<file path="config.mk">
export PLATFORM = sky130hd
export DESIGN_NAME = dcache_ctrl
export DESIGN_NICKNAME = d
export VERILOG_FILES = /design/src/rtl/dcache_ctrl.sv
export SDC_FILE = /design/constraint.sdc
export NUM_CORES = 1
export LEC_CHECK = 0
export CORE_AREA = 2 2 127 129
export DETAILED_ROUTE_END_ITERATION = 16
export DIE_AREA = 0 0 129 131
export GPL_TIMING_DRIVEN = 0
export PLACE_DENSITY = 0.78
export SYNTH_ARGS = -nofsm -noshare
export SYNTH_HDL_FRONTEND = slang
export SYNTH_SLANG_ARGS = --single-unit
</file>
<file path="constraint.sdc">
create_clock -name iCLK -period 2.5 [get_ports iCLK]
set_input_delay 0.5 -clock iCLK [delete_from_list [all_inputs] [get_ports iCLK]]
set_output_delay 0.5 -clock iCLK [all_outputs]
set_load 0.01 [all_outputs]
</file>
<file path="src/rtl/dcache_ctrl.sv">
// dcache_ctrl: direct-mapped write-back data cache controller with external tag/data arrays.
// Optional DCACHE_STATS_EN adds first-pass hit and miss counters.
module dcache_ctrl #(
  parameter int ADDR_W = 32,
  parameter int OFFSET_W = 2,
  parameter int IDX_W = 5,
  parameter int DATA_W = 32,
  localparam int TAG_W = ADDR_W - IDX_W - OFFSET_W,
  localparam int TAG_MEM_W = TAG_W + 2
) (
  input  logic                 iCLK,
  input  logic                 iRST,
  input  logic                 cpu_req,
  input  logic                 cpu_we,
  input  logic [ADDR_W-1:0]    cpu_addr,
  input  logic [DATA_W-1:0]    cpu_wdata,
  output logic [DATA_W-1:0]    cpu_rdata,
  output logic                 cpu_ready,
  output logic                 mem_req,
  output logic                 mem_we,
  output logic [ADDR_W-1:0]    mem_addr,
  output logic [DATA_W-1:0]    mem_wdata,
  input  logic [DATA_W-1:0]    mem_rdata,
  input  logic                 mem_ack,
  output logic                 tag_we,
  output logic [IDX_W-1:0]     idx,
  output logic [TAG_MEM_W-1:0] tag_wr,
  input  logic [TAG_MEM_W-1:0] tag_rd,
  output logic                 data_we,
  output logic [DATA_W-1:0]    data_wr,
  input  logic [DATA_W-1:0]    data_rd
`ifdef DCACHE_STATS_EN
  ,
  output logic [31:0]          hit_cnt,
  output logic [31:0]          miss_cnt
`endif
);
  localparam logic [2:0] INIT = 3'd0, IDLE = 3'd1, LOOKUP = 3'd2, WB = 3'd3, REFILL = 3'd4;
  logic [2:0] state, state_n;
  logic [IDX_W-1:0] cnt;
  logic [ADDR_W-OFFSET_W-1:0] line_q;
  logic we_q;
  logic [DATA_W-1:0] wdata_q;
  logic [TAG_W-1:0] tag_q;
  logic valid, dirty, hit, lookup, unused_ok;
  assign unused_ok = ^cpu_addr[OFFSET_W-1:0];
  assign tag_q = line_q[ADDR_W-OFFSET_W-1 -: TAG_W];
  assign valid = tag_rd[TAG_MEM_W-1];
  assign dirty = tag_rd[TAG_MEM_W-2];
  assign lookup = state == LOOKUP;
  assign hit = valid && tag_rd[TAG_W-1:0] == tag_q;
  assign idx = state == INIT ? cnt : line_q[IDX_W-1:0];
  assign cpu_ready = lookup && hit;
  assign cpu_rdata = lookup && hit && !we_q ? data_rd : '0;
  // refill fill and store hit share the write path; only refill leaves the line clean
  assign data_we = (lookup && hit && we_q) || (state == REFILL && mem_ack);
  assign data_wr = state == REFILL ? mem_rdata : wdata_q;
  assign tag_we = state == INIT || data_we;
  assign tag_wr = state == INIT ? '0 : {1'b1, state != REFILL, tag_q};
  assign mem_req = state == WB || state == REFILL;
  assign mem_we = state == WB;
  assign mem_addr = state == WB ? {tag_rd[TAG_W-1:0], idx, {OFFSET_W{1'b0}}} :
                    state == REFILL ? {line_q, {OFFSET_W{1'b0}}} : '0;
  assign mem_wdata = state == WB ? data_rd : '0;
  always_comb begin
    state_n = INIT;
    case (state)
      INIT:    state_n = &cnt ? IDLE : INIT;
      IDLE:    state_n = cpu_req ? LOOKUP : IDLE;
      LOOKUP:  state_n = hit ? IDLE : valid && dirty ? WB : REFILL;
      WB:      state_n = mem_ack ? REFILL : WB;
      REFILL:  state_n = mem_ack ? LOOKUP : REFILL;
      default: state_n = INIT;
    endcase
  end
  always_ff @(posedge iCLK or posedge iRST) begin
    if (iRST) begin
      state <= INIT;
      cnt <= '0;
      line_q <= '0;
      we_q <= 1'b0;
      wdata_q <= '0;
    end else begin
      state <= state_n;
      cnt <= state == INIT ? cnt + 1'b1 : '0;
      if (state == IDLE && cpu_req) begin
        line_q <= cpu_addr[ADDR_W-1:OFFSET_W];
        we_q <= cpu_we;
        wdata_q <= cpu_wdata;
      end
    end
  end
`ifdef DCACHE_STATS_EN
  logic relook;
  always_ff @(posedge iCLK or posedge iRST) begin
    if (iRST) begin
      relook <= 1'b0;
      hit_cnt <= '0;
      miss_cnt <= '0;
    end else begin
      if (state == IDLE && cpu_req) relook <= 1'b0;
      if (state == REFILL && mem_ack) relook <= 1'b1;
      if (lookup && hit && !relook) hit_cnt <= hit_cnt + 1'b1;
      if (lookup && !hit) miss_cnt <= miss_cnt + 1'b1;
    end
  end
`endif
endmodule
</file>
Word level (Yosys, flattened, before mapping) --
Cells that the tools add are included.
Storage, ports and cells: bits in registers 71, input port bits 160, output and inout port bits 165, word-level logic and storage cells 40
Cells by class: add/subtract/negate cells 1, equality and inequality tests 6, multiplexer cells 15, reduce and logical (&&, ||, !) cells 13
Operators by type and width (number):
- 2-to-1 mux 32 bit | 5
- 2-to-1 mux 27 bit | 1
- == test 25 bit | 1
- case mux 3 bit (5 select lines) | 1
- 2-to-1 mux 3 bit | 4
- 2-to-1 mux 5 bit | 2
- logical AND 1 bit | 7
- == test 3 x 2 -> 1 bit, second input constant | 2
- adder 5 x 1 -> 5 bit, second input constant | 1
- AND reduction 5 bit | 1
- == test 3 x 1 -> 1 bit, second input constant | 1
- == test 3 bit, second input constant | 1
- logical NOT 3 bit | 1
- logical OR 1 bit | 3
- != test 3 bit, second input constant | 1
- 2-to-1 mux 2 bit | 1
- logical NOT 1 bit | 1
- 2-to-1 mux 1 bit | 1

Logic depth before layout (Yosys ltp) --
Gate-level depths: netlist (run 1).
word-level depth 6, gate-level depth with buffers 7

Worst setup path before layout (run 1) --
OpenSTA, ideal clock, no wires.
path kind input to output, start input port tag_rd[17], end output port tag_we, arrival time 1.854 ns, path slack 0.146 ns, stages on the path 5, path buffers 0, cell sequence xor2_1 > nor4_1 > nand3_1 > or2b_2 > o32ai_1
On the way: word-level cells in the longest chain between the ends 6
RTL lines:
- start, declared | line 28 | input logic [TAG_MEM_W-1:0] tag_rd,
- == test 25 bit | line 51 | assign hit = valid && tag_rd[TAG_W-1:0] == tag_q;
- logical AND 1 bit | line 51
- logical AND 1 bit (2 in series) | line 56 | assign data_we = (lookup && hit && we_q) || (state == REFILL && mem_ack);
- logical OR 1 bit | line 56
- logical OR 1 bit | line 58 | assign tag_we = state == INIT || data_we;
- end, declared | line 25 | output logic tag_we,
No other way between the ends.

Worst setup path in the final report (run 1) --
start input port tag_rd[11], end output port cpu_rdata[22]
On the way: word-level cells in the longest chain between the ends 5
RTL lines:
- == test 25 bit | line 51
- logical AND 1 bit | line 51
- logical AND 1 bit (2 in series) | line 54 | assign cpu_rdata = lookup && hit && !we_q ? data_rd : '0;
- 2-to-1 mux 32 bit | line 54
- end, declared | line 17 | output logic [DATA_W-1:0] cpu_rdata,
No other way between the ends.

==> results of run 1 <==
[cell type report]
cell class                      instances  area (um^2)  share of cell area (%)
Antenna cell                            1         2.50                  0.0284
Sequential cell                        71         1780                    20.2
Timing Repair Buffer                  370         3420                    38.8
Buffer                                 21          228                    2.58
Tap cell                              216          270                    3.06
Multi-Input combinational cell        304         2810                    31.8
Clock buffer                           12          246                    2.79
Inverter                                6         28.8                   0.326
Clock inverter                          3         43.8                   0.496
[cell usage after synthesis, types with 2 or more instances]
cell      instances
buf_4             2
ha_1              2
clkbuf_1         15
buf_2             7
nand4_1           3
clkbuf_2          3
nor2_1            7
dfrtp_1          71
a22o_1           24
xnor2_1          14
and2_2           22
a31o_2            2
mux2_2           95
nor4_1            4
xor2_1           13
and2_1           76
nand3_1           2
nand2_1          20
buf_1             2
inv_1             6
[power breakdown]
group | leakage (uW) | total [uW] | switching (uW) | internal (uW)
logic | 0.00323 | 5240 | 2080 | 3160
clock network | 0.000143 | 1280 | 486 | 795
registers | 0.000906 | 2220 | 505 | 1720
[sequential cells by signal (all words and copies together), names as in the netlist]
signal,flops
state,3
line_q,30
cnt,5
wdata_q,32
we_q,1
[metal layers]
| metal | vias to the layer above | GRT usage [%] |
|---|---|---|
| met3 | 18 | 6.51 |
| met1 | 2194 | 21.3 |
| met2 | 215 | 40.9 |
| met5 | - | 0 |
| li1 | 2152 | - |
| met4 | 0 | 5.75 |
[per-stage QoR]
| step | total power, uW | cell area [um^2] | hold WS, ns | instances | TNS (ns) |
|---|---|---|---|---|---|
| after detailed placement | 6390 | 7940 | 0.489 | 947 | -117.20 |
| after CTS | 8020 | 8590 | 0.499 | 995 | -13.64 |
| after global routing | 9240 | 8830 | 0.523 | 1004 | -22.25 |
| final | 8740 | 8830 | 0.498 | 1004 | -14.81 |
| after floorplan | 4200 | 4440 | 0.454 | 410 | 0 |
| after global placement | 6340 | 7920 | 0.476 | 946 | -195.65 |
[what timing repair did]
item	in CTS	in global routing
pin swaps	15	18
gates cloned	3	2
endpoints found under the setup margin	194	116
setup buffers	32	14
gates resized for setup	578	227
[final timing paths]
kind | end | slack, ns
setup / recovery | cpu_rdata[22] | -0.43
hold reg to reg | cnt[0] | 0.50
min in group asynchronous | line_q[24] | 0.53
max in group asynchronous | state[2] | 1.39
hold / removal | cnt[0] | 0.50
setup reg to reg | line_q[28] | 0.32
[cells by family (layout without fill, tap and decap cells)]
logic type | Yosys count | in the layout
XOR/XNOR | 27 | 27
AND/OR/NAND/NOR | 143 | 143
other | 1 | 3
adder cells (fa/ha/maj) | 2 | 2
buffers and inverters | 35 | 412
multiplexers | 96 | 96
flip-flops | 71 | 71
AO/OA/AOI/OAI | 34 | 34
==> results by group, run 1 <==
Status
  • Status: finished, violations left
  • Failing checks: setup timing

Placed design
  • Final HPWL DP: about 14000 um
  • Placer Congestion: between 0.7 and 0.8
  • IO buf count: 320
  • Pre-CTS setup slack: -1.67 ns

Floorplanning
  • Initial Util: approximately 28%
  • Site row count: 46
  • Ports: around 330
  • Die outline width: ~130 um
  • Chip height: about 130 um
  • Die Area: 16900 um^2
  • Core box area: between 15000 and 20000 um^2

STA
  • Setup violators final: a little over 60
  • RSZ-0062 raised after global routing: true
  • Period utilization: 117%
  • Slew Viols, Final: 0
  • Final worst path period need: ~2.9 ns
  • PnR worst setup slack: -0.428 ns
  • Max Freq: ~340 MHz
  • Final Skew: around 0.006 ns
  • Final Hold Viols: 0
  • Worst Max-Slew Pin Slew: between 0.5 and 0.6 ns
  • Normalized max-slew margin: roughly three fifths

Power
  • P per Cell Area: ~990 nW/um^2
  • Static leakage: 0.00428 uW
  • Maximum vdd drop: approximately 640 uV

Routing
  • Wirelength, routed: 18600 um
  • M1 WL: around 6600 um
  • Iter 0 DRT Violations: about 110
  • WL met2: approximately 10000 um
  • Routed Antenna Nets: 0
  • Post-detailed-route via-to-cell ratio: ~4.6
  • Post-DR wirelength/cell: around 19 um
  • Top Metal Used: met4
  • Total number of vias: 4579
  • Met3 wire len: between 1500 and 2000 um
  • Residual DRC count: 0
  • Drt pass-1 iters: 6

GRT
  • Global-route wire length before repair: roughly 26000 um
  • Initial antenna violation count: 1
  • Pin count of the biggest net entering global routing: 40
  • GRT Util Overall: 20.9%
  • Total grt overflow: 0
  • Vias in the first global route: roughly 4.6k

Logic synthesis
  • Top cell type's share of synthesized area: 40.0%
  • Synth area leaders: dfrtp_1 40%, mux2_2 24%, and2_1 11%, a22o_1 4.7%, and2_2 3.7%
  • Simple-Gate Fraction of Synth Area: about a fifth
  • Sequential element share of the synthesized area: 40.0%
  • Largest family of logic cells by synthesized area: multiplexers
  • Synth area leader: dfrtp_1
  • Synth Area in Adders: less than 1%
  • Syn Std Cell Area: about 4400 um^2
  • Synth warn: 0
  • Synthesized flop and latch total: 71
  • Asr flop ratio synth: 100%
  • Mean Syn Cell Area: 10.9 um^2
  • Post-synthesis mux area share: about a quarter
  • Count of different cell masters after synthesis: 39
  • Cells after synthesis: between 400 and 500
  • EDFF count, synth: 0
  • Synth Area in Compound Gates: between 6 and 7%
  • Most used DFF post-synth: dfrtp_1
  • XOR/XNOR share of the synthesized area: roughly 5.3%

Clocking
  • Number of CTS-inserted buffers: 9
  • CTS H-tree depth: 3
  • CTS root buffer: clkbuf_16
  • # hold bufs at CTS: 0
  • Clock Sinks: 71
  • Clock Tree Buf Depth: 2
  • TritonCTS clock tree: done
  • Clock-pin transition on the worst setup and hold timing paths: around 0.06 ns
  • Worst skew pair latency: 0.33 ns

Setup path
  • CP startpoint kind: input pin
  • FF-to-FF Start: state[0]
  • CP peak stage delay: between 0.4 and 0.5 ns
  • Crit path buf inv count: 6
  • CP delay by family, top: buffers and inverters
  • Worst EP required: ~2.0 ns
  • Crit path DAT: 2.43 ns
  • Critical path class: input pin to output port
  • Reg2Reg Depth: 7
  • CP startpoint: tag_rd[11]
  • WP depth: 11
  • Max FO, Critical Path: 5
  • CP Cell Sequence: clkdlybuf4s50_1 > xor2_1 > nor4_2 > buf_4 > nand3_2 > nor4b_4 > buf_4 > buf_6 > buf_8 > and2_4 > buf_6
  • Slowest-stage cell, CP: clkdlybuf4s50_1
  • Crit end category: output port

Layout
  • Final core utilization: roughly 57%
  • Layout cells sized above 1: between 40% and 50%
  • NumNets Final: around 950
  • Most frequent cells in the layout: 136 x clkdlybuf4s50_1, 72 x mux2_2, 72 x buf_6
  • Commonest non-fill, non-tap cell in the layout: clkdlybuf4s50_1
  • Synth-to-Final Area Change: 98.8%
  • Fillers: between 1k and 1.5k

Worst hold path
  • Hold_sp: cnt[0]
  • WHS Path Cells: 1
  • Hold crit path type: flop to flop

Job
  • Max-cap violations: 0
No activity file was read; power rests on OpenSTA's default activity.
==> inputs of run 2 (changes only) <==
--- a/config.mk
+++ b/config.mk
@@ -8,8 +8,9 @@
 export CORE_AREA = 2 2 127 129
 export DETAILED_ROUTE_END_ITERATION = 16
 export DIE_AREA = 0 0 129 131
-export GPL_TIMING_DRIVEN = 0
+export GPL_TIMING_DRIVEN = 1
 export PLACE_DENSITY = 0.78
+export SLEW_MARGIN = 20
 export SYNTH_ARGS = -nofsm -noshare
 export SYNTH_HDL_FRONTEND = slang
 export SYNTH_SLANG_ARGS = --single-unit
==> run 2 against run 1 <==
The flow still finishes with violations (setup timing). Clock skew rose by 0.0024 ns. Setup slack got worse by 0.092 ns. Sequential share of layout area up 0.20 points. Die area is the same. Critical endpoint is now cpu_rdata[20]. Clock power barely moved. Count of clock-buffer cells in the layout down 2. Sequential power down 5%.
==> results by group, run 2 (synthesis gave the netlist of run 1 again) <==
STA
  • Final Skew: between 0.008 and 0.009 ns
  • Final worst path period need: about 3.0 ns
  • Final Hold Viols: 0
  • Setup violators final: 35
  • Max Freq: approximately 330 MHz
  • Final setup TNS: -15.28 ns
  • Slew Viols, Final: 0
  • PnR worst setup slack: -0.520 ns
  • Period utilization: 121%
  • RSZ-0062 raised after global routing: true

Routing
  • Residual DRC count: 0
  • Drt pass-1 iters: 5
  • WL met2: between 9000 and 10000 um
  • Wirelength, routed: ~18000 um
  • Top Metal Used: met4
  • Post-DR wirelength/cell: roughly 18 um
  • Iter 0 DRT Violations: between 100 and 150
  • Post-detailed-route via-to-cell ratio: 4.53
  • M1 WL: between 6000 and 7000 um
  • Total number of vias: around 4.6k
  • Routed Antenna Nets: 0
  • Met3 wire len: approximately 1600 um

Placed design
  • Placed Cells: a little under 1k
  • Placer Congestion: about 0.81
  • IO buf count: 320
  • Final HPWL DP: 13200 um

Setup path
  • Crit end category: output port
  • Max FO, Critical Path: 8
  • Worst reg2reg setup slack: ~0.4 ns
  • WP depth: 9
  • Reg-to-Reg End: state[2]
  • Crit path buf inv count: 4
  • Reg2Reg Depth: 7
  • CP Cell Sequence: xnor2_2 > nand4_1 > nor4_4 > buf_4 > nor4b_4 > buf_4 > buf_6 > and2_2 > buf_6
  • Crit path DAT: 2.52 ns
  • CP peak stage delay: 0.41 ns
  • FF-to-FF Start: line_q[5]
  • CP delay by family, top: simple AND/OR/NAND/NOR gates
  • Critical path class: flop to output port
  • CP startpoint kind: flop
  • Slowest-stage cell, CP: dfrtp_1
  • Worst EP required: 2.00 ns

Layout
  • Layout cells sized above 1: around 44%
  • Final core utilization: around 56%
  • Non-Filler Instances: roughly 1k
  • Fillers: 1377
  • Biggest register: wdata_q
  • Commonest non-fill, non-tap cell in the layout: clkdlybuf4s50_1
  • Largest regs: wdata_q: 32 flops, line_q: 30 flops, cnt: 5 flops
  • NumNets Final: roughly 960
  • Max reg flops: 32
  • Synth-to-Final Area Change: 96.8%
  • Most frequent cells in the layout: 133 x clkdlybuf4s50_1, 91 x mux2_2, 71 x and2_1

Power
  • Static leakage: around 0.0043 uW
  • Total Power: 8240 uW
  • Maximum vdd drop: approximately 540 uV
  • P per Cell Area: 943 nW/um^2

Worst hold path
  • WHS Endpoint: cnt[0]
  • Hold crit path type: flop to flop
  • WHS Path Cells: 1
  • Hold_sp: cnt[0]

GRT
  • Pin count of the biggest net entering global routing: 72
  • Initial antenna violation count: 1
  • Total grt overflow: 0
  • Global-route wire length before repair: around 25000 um
  • GRT Util Overall: between 10% and 20%
  • Vias in the first global route: around 4.5k

Job
  • Max-cap violations: 0

Clocking
  • Worst skew pair latency: 0.34 ns
  • Clock-pin transition on the worst setup and hold timing paths: roughly 0.07 ns
  • Clock Sinks: between 70 and 80
  • Number of CTS-inserted buffers: 9
  • Clock Tree Buf Depth: 2
  • CTS H-tree depth: 3
  • CTS root buffer: clkbuf_16
  • TritonCTS clock tree: done

Floorplanning
  • Chip height: about 130 um
  • Die outline width: approximately 130 um
  • Ports: around 330
  • Initial Util: between 20% and 30%
  • Core box area: approximately 16000 um^2
  • Site row count: 46
  • Die Area: approximately 17000 um^2

Status
  • Failing checks: setup timing
  • Status: finished, violations left
[run 2: cell count changes in the layout (fill, tap and decap cells not counted), sizes merged]
cell           before  now
clkbuf             64   63
clkinv              2    3
dlygate4sd2        28   67
clkdlybuf4s50     136  133
dlymetal6s2s        2    4
buf               154  129
inv                 5    7
clkdlybuf4s15      19   16
[run 2: worst register-to-register path: stages (launching register included)]
cell and delay [ns]:
dfrtp_1 0.41, xnor2_2 0.24, nand4_1 0.21, nor4_4 0.29, buf_4 0.17, or2b_4 0.29
buf_4 0.14, a31o_2 0.23
[run 2: through the flow]
stage          hold WS (ns)  cell area, um^2  setup WS, ns
2_1_floorplan         0.454             4440         0.146
3_3_place_gp          0.478             8290         -1.08
3_5_place_dp          0.487             8290         -1.20
4_1_cts               0.500             8710        -0.513
5_1_grt               0.499             8730        -0.633
6_report              0.505             8730        -0.520
[run 2: worst max-delay path by stage]
stage,startpoint,end,slack (ns)
after floorplan,tag_rd[17],tag_we,0.15
after global placement,tag_rd[0],tag_we,-1.08
final,line_q[5],cpu_rdata[20],-0.52
after CTS,line_q[8],cpu_rdata[12],-0.51
after detailed placement,tag_rd[0],tag_we,-1.20
after global routing,line_q[13],cpu_rdata[13],-0.63
[run 2: final cells by class]
class | instances | area, um^2 | share of cell area, %
Inverter | 6 | 22.5 | 0.258
Multi-Input combinational cell | 304 | 2710 | 31.0
Tap cell | 216 | 270 | 3.09
Clock buffer | 10 | 229 | 2.62
Antenna cell | 1 | 2.50 | 0.0286
Sequential cell | 71 | 1780 | 20.4
Clock inverter | 6 | 68.8 | 0.788
Timing Repair Buffer | 402 | 3650 | 41.8
[run 2: repair_timing]
action | CTS | global route
endpoints found under the hold margin | 0 | 0
setup endpoints to repair | 160 | 134
setup buffers | 14 | 9
cloned | 3 | 2
hold buffers | 0 | 0
gates resized for setup | 387 | 161
pin swaps | 8 | 25
[run 2: report_power, final]
part           internal (uW)  switching, uW  total [uW]  leakage, uW
clock                    778            532        1310     0.000143
sequential              1720            397        2110     0.000908
combinational           2740           2070        4810      0.00328
[run 2: routing by layer]
metal / GRT usage [%] / vias up
li1: - / 2166
met1: 21.0 / 2178
met2: 36.6 / 233
met3: 6.64 / 26
met4: 8.50 / 0
met5: 0 / -
==> inputs of run 3 (changes only) <==
--- a/config.mk
+++ b/config.mk
@@ -10,6 +10,7 @@
 export DIE_AREA = 0 0 129 131
 export GPL_TIMING_DRIVEN = 1
 export PLACE_DENSITY = 0.78
+export RECOVER_POWER = 25
 export SLEW_MARGIN = 20
 export SYNTH_ARGS = -nofsm -noshare
 export SYNTH_HDL_FRONTEND = slang
==> constraint.sdc (replaced) <==
create_clock -name iCLK -period 2.5 [get_ports iCLK]
set_input_delay 0.75 -clock iCLK [delete_from_list [all_inputs] [get_ports iCLK]]
set_output_delay 0.75 -clock iCLK [all_outputs]
set_load 0.01 [all_outputs]
==> run 3 against run 2 <==
The run still ends with setup timing left. Setup slack got worse by 0.41 ns. Register-to-register slack got worse by 0.07 ns. First-iteration DRC count rose by 39%. Critical path depth rose by 3. Sequential power rose by 2%. Core utilization rose by 8.5 points. Global-route usage rose by 3.4 points. Cell count rose by 4.8%. Clock power rose by 9.9%. Maximum frequency fell by 12%. Hold slack got worse by 0.0093 ns. Clock skew fell by 0.0039 ns. Critical path type is now input pin to output port. Largest power group unchanged. Highest routed layer unchanged.
==> results by group, run 3 (synthesis gave the netlist of run 1 again) <==
GRT
  • Initial antenna violation count: 0
  • Global-route wire length before repair: 29400 um
  • Total grt overflow: 0
  • GRT Util Overall: between 20% and 30%
  • Pin count of the biggest net entering global routing: 39
  • Vias in the first global route: between 5k and 6k

Setup path
  • CP startpoint: tag_rd[9]
  • FF-to-FF Start: line_q[5]
  • CP peak stage delay: ~0.3 ns
  • Reg-to-Reg End: state[1]
  • Slowest-stage cell, CP: nor4_4
  • Max FO, Critical Path: 8
  • Worst EP required: around 1.8 ns
  • WP depth: 12
  • CP startpoint kind: input pin
  • CP delay by family, top: buffers and inverters
  • Reg2Reg Depth: 6
  • Critical Path Sink: cpu_rdata[15]
  • Crit path DAT: ~2.7 ns
  • CP Cell Sequence: buf_6 > xnor2_2 > nand4_1 > buf_4 > nor4_4 > buf_4 > nor4b_4 > buf_4 > buf_6 > buf_12 > and2_4 > buf_6
  • Crit path buf inv count: 7
  • Crit end category: output port
  • Worst reg2reg setup slack: around 0.34 ns
  • Critical path class: input pin to output port

Status
  • Status: finished, violations left
  • Failing checks: setup timing

Routing
  • Routed Antenna Nets: 0
  • Drt pass-1 iters: 4
  • Wirelength, routed: about 20000 um
  • Post-detailed-route via-to-cell ratio: 4.62
  • Total number of vias: about 5k
  • Iter 0 DRT Violations: 174
  • Post-DR wirelength/cell: about 19 um
  • Residual DRC count: 0

STA
  • Final Hold Viols: 0
  • Period utilization: 137%
  • RSZ-0062 raised after global routing: true
  • Slew Viols, Final: 0
  • Final Skew: about 0.0046 ns
  • Normalized max-slew margin: about a third
  • Setup violators final: roughly 130
  • PnR worst setup slack: -0.931 ns
  • Final worst path period need: 3.43 ns
  • Worst Max-Slew Pin Slew: a little over 1 ns
  • Final setup TNS: -44.09 ns
  • Max Freq: between 200 and 300 MHz

Clocking
  • Clock Sinks: between 70 and 80
  • TritonCTS clock tree: done
  • CTS H-tree depth: 3
  • Clock Tree Buf Depth: 2
  • Clock-pin transition on the worst setup and hold timing paths: roughly 0.060 ns
  • # hold bufs at CTS: 0
  • Worst skew pair latency: 0.33 ns
  • CTS root buffer: clkbuf_16
  • Number of CTS-inserted buffers: 9

Layout
  • Largest regs: wdata_q: 32 flops, line_q: 30 flops, cnt: 5 flops
  • Synth-to-Final Area Change: 127%
  • Register area: between 1500 and 2000 um^2
  • Layout cells sized above 1: between 60 and 70%
  • Fillers: approximately 1.2k
  • Commonest non-fill, non-tap cell in the layout: buf_6
  • NumNets Final: about 1.0k
  • # diodes: 0
  • Max reg flops: 32
  • Area of the multi-input gates: around 3000 um^2
  • Most frequent cells in the layout: 164 x buf_6, 130 x clkdlybuf4s50_1, 79 x and2_4
  • Biggest register: wdata_q

Placed design
  • Placer Congestion: 0.804
  • IO buf count: 320
  • Pre-CTS setup slack: -2.08 ns
  • Final HPWL DP: about 13000 um

Floorplanning
  • Die outline width: 129 um
  • Site row count: between 40 and 50
  • Core box area: ~16000 um^2
  • Chip height: approximately 130 um
  • Ports: between 300 and 400
  • Initial Util: about 28%
  • Die Area: approximately 17000 um^2

Power
  • Sw frac: approximately 35%
  • Maximum vdd drop: 677 uV
  • Clock power frac: between 10% and 20%
  • Reg power frac: 20.8%
  • Internal Pwr Total: ~6800 uW
  • Comb power frac: about two thirds
  • P per Cell Area: slightly above 1000 nW/um^2
  • Static leakage: just under 0.005 uW
  • Total Power: just over 10000 uW
  • Switching power total: around 3600 uW

Job
  • Max-cap violations: 0

Worst hold path
  • Hold crit path type: flop to flop
[run 3: area by class of cell]
class	count	share of cell area (%)
Clock buffer	12	2.55
Clock inverter	4	0.759
Inverter	6	0.336
Multi-Input combinational cell	304	30.2
Sequential cell	71	17.7
Tap cell	216	2.69
Timing Repair Buffer	452	45.8
[run 3: worst min-delay path by stage]
stage | startpoint | depth (start not counted) | slack (ns) | endpoint
after global placement | cnt[0] | 1 | 0.48 | cnt[0]
after floorplan | cnt[0] | 1 | 0.45 | cnt[0]
after global routing | cnt[0] | 1 | 0.51 | cnt[0]
after detailed placement | cnt[0] | 1 | 0.49 | cnt[0]
final | cnt[0] | 1 | 0.50 | cnt[0]
after CTS | cnt[0] | 1 | 0.49 | cnt[0]
[run 3: routing by layer]
layer	part of all wire, %	vias up	routed length (um)	global-route usage, %
met2	54	228	11100	44.0
met4	2.0	0	412	7.10
met3	7.9	25	1620	6.39
met1	36	2388	7340	25.7
met5	0	-	0	0
li1	-	2277	-	-
[run 3: timing repair]
action	CTS	global route
pin swaps	90	52
gates cloned	17	0
gates resized for setup	942	154
setup endpoints to repair	165	163
buffers inserted	57	23
[run 3: power by group through the flow]
stage	clock network (uW)	registers [uW]	logic (uW)
4_1_cts	1460	2120	6580
3_5_place_dp	0	2090	4890
3_3_place_gp	0	2080	4840
2_1_floorplan	0	2050	2170
6_report	1440	2160	6790
5_1_grt	1530	2220	7170
[run 3: through the flow]
| stage | hold slack, ns | utilization (%) | cells | area [um^2] |
|---|---|---|---|---|
| 5_1_grt | 0.507 | 64.5 | 1065 | 10100 |
| 2_1_floorplan | 0.454 | - | 410 | 4470 |
| 4_1_cts | 0.487 | 63.5 | 1069 | 9900 |
| 3_5_place_dp | 0.487 | 53.9 | 982 | 8410 |
| 3_3_place_gp | 0.478 | 53.9 | 982 | 8410 |
| 6_report | 0.496 | 64.5 | 1065 | 10100 |
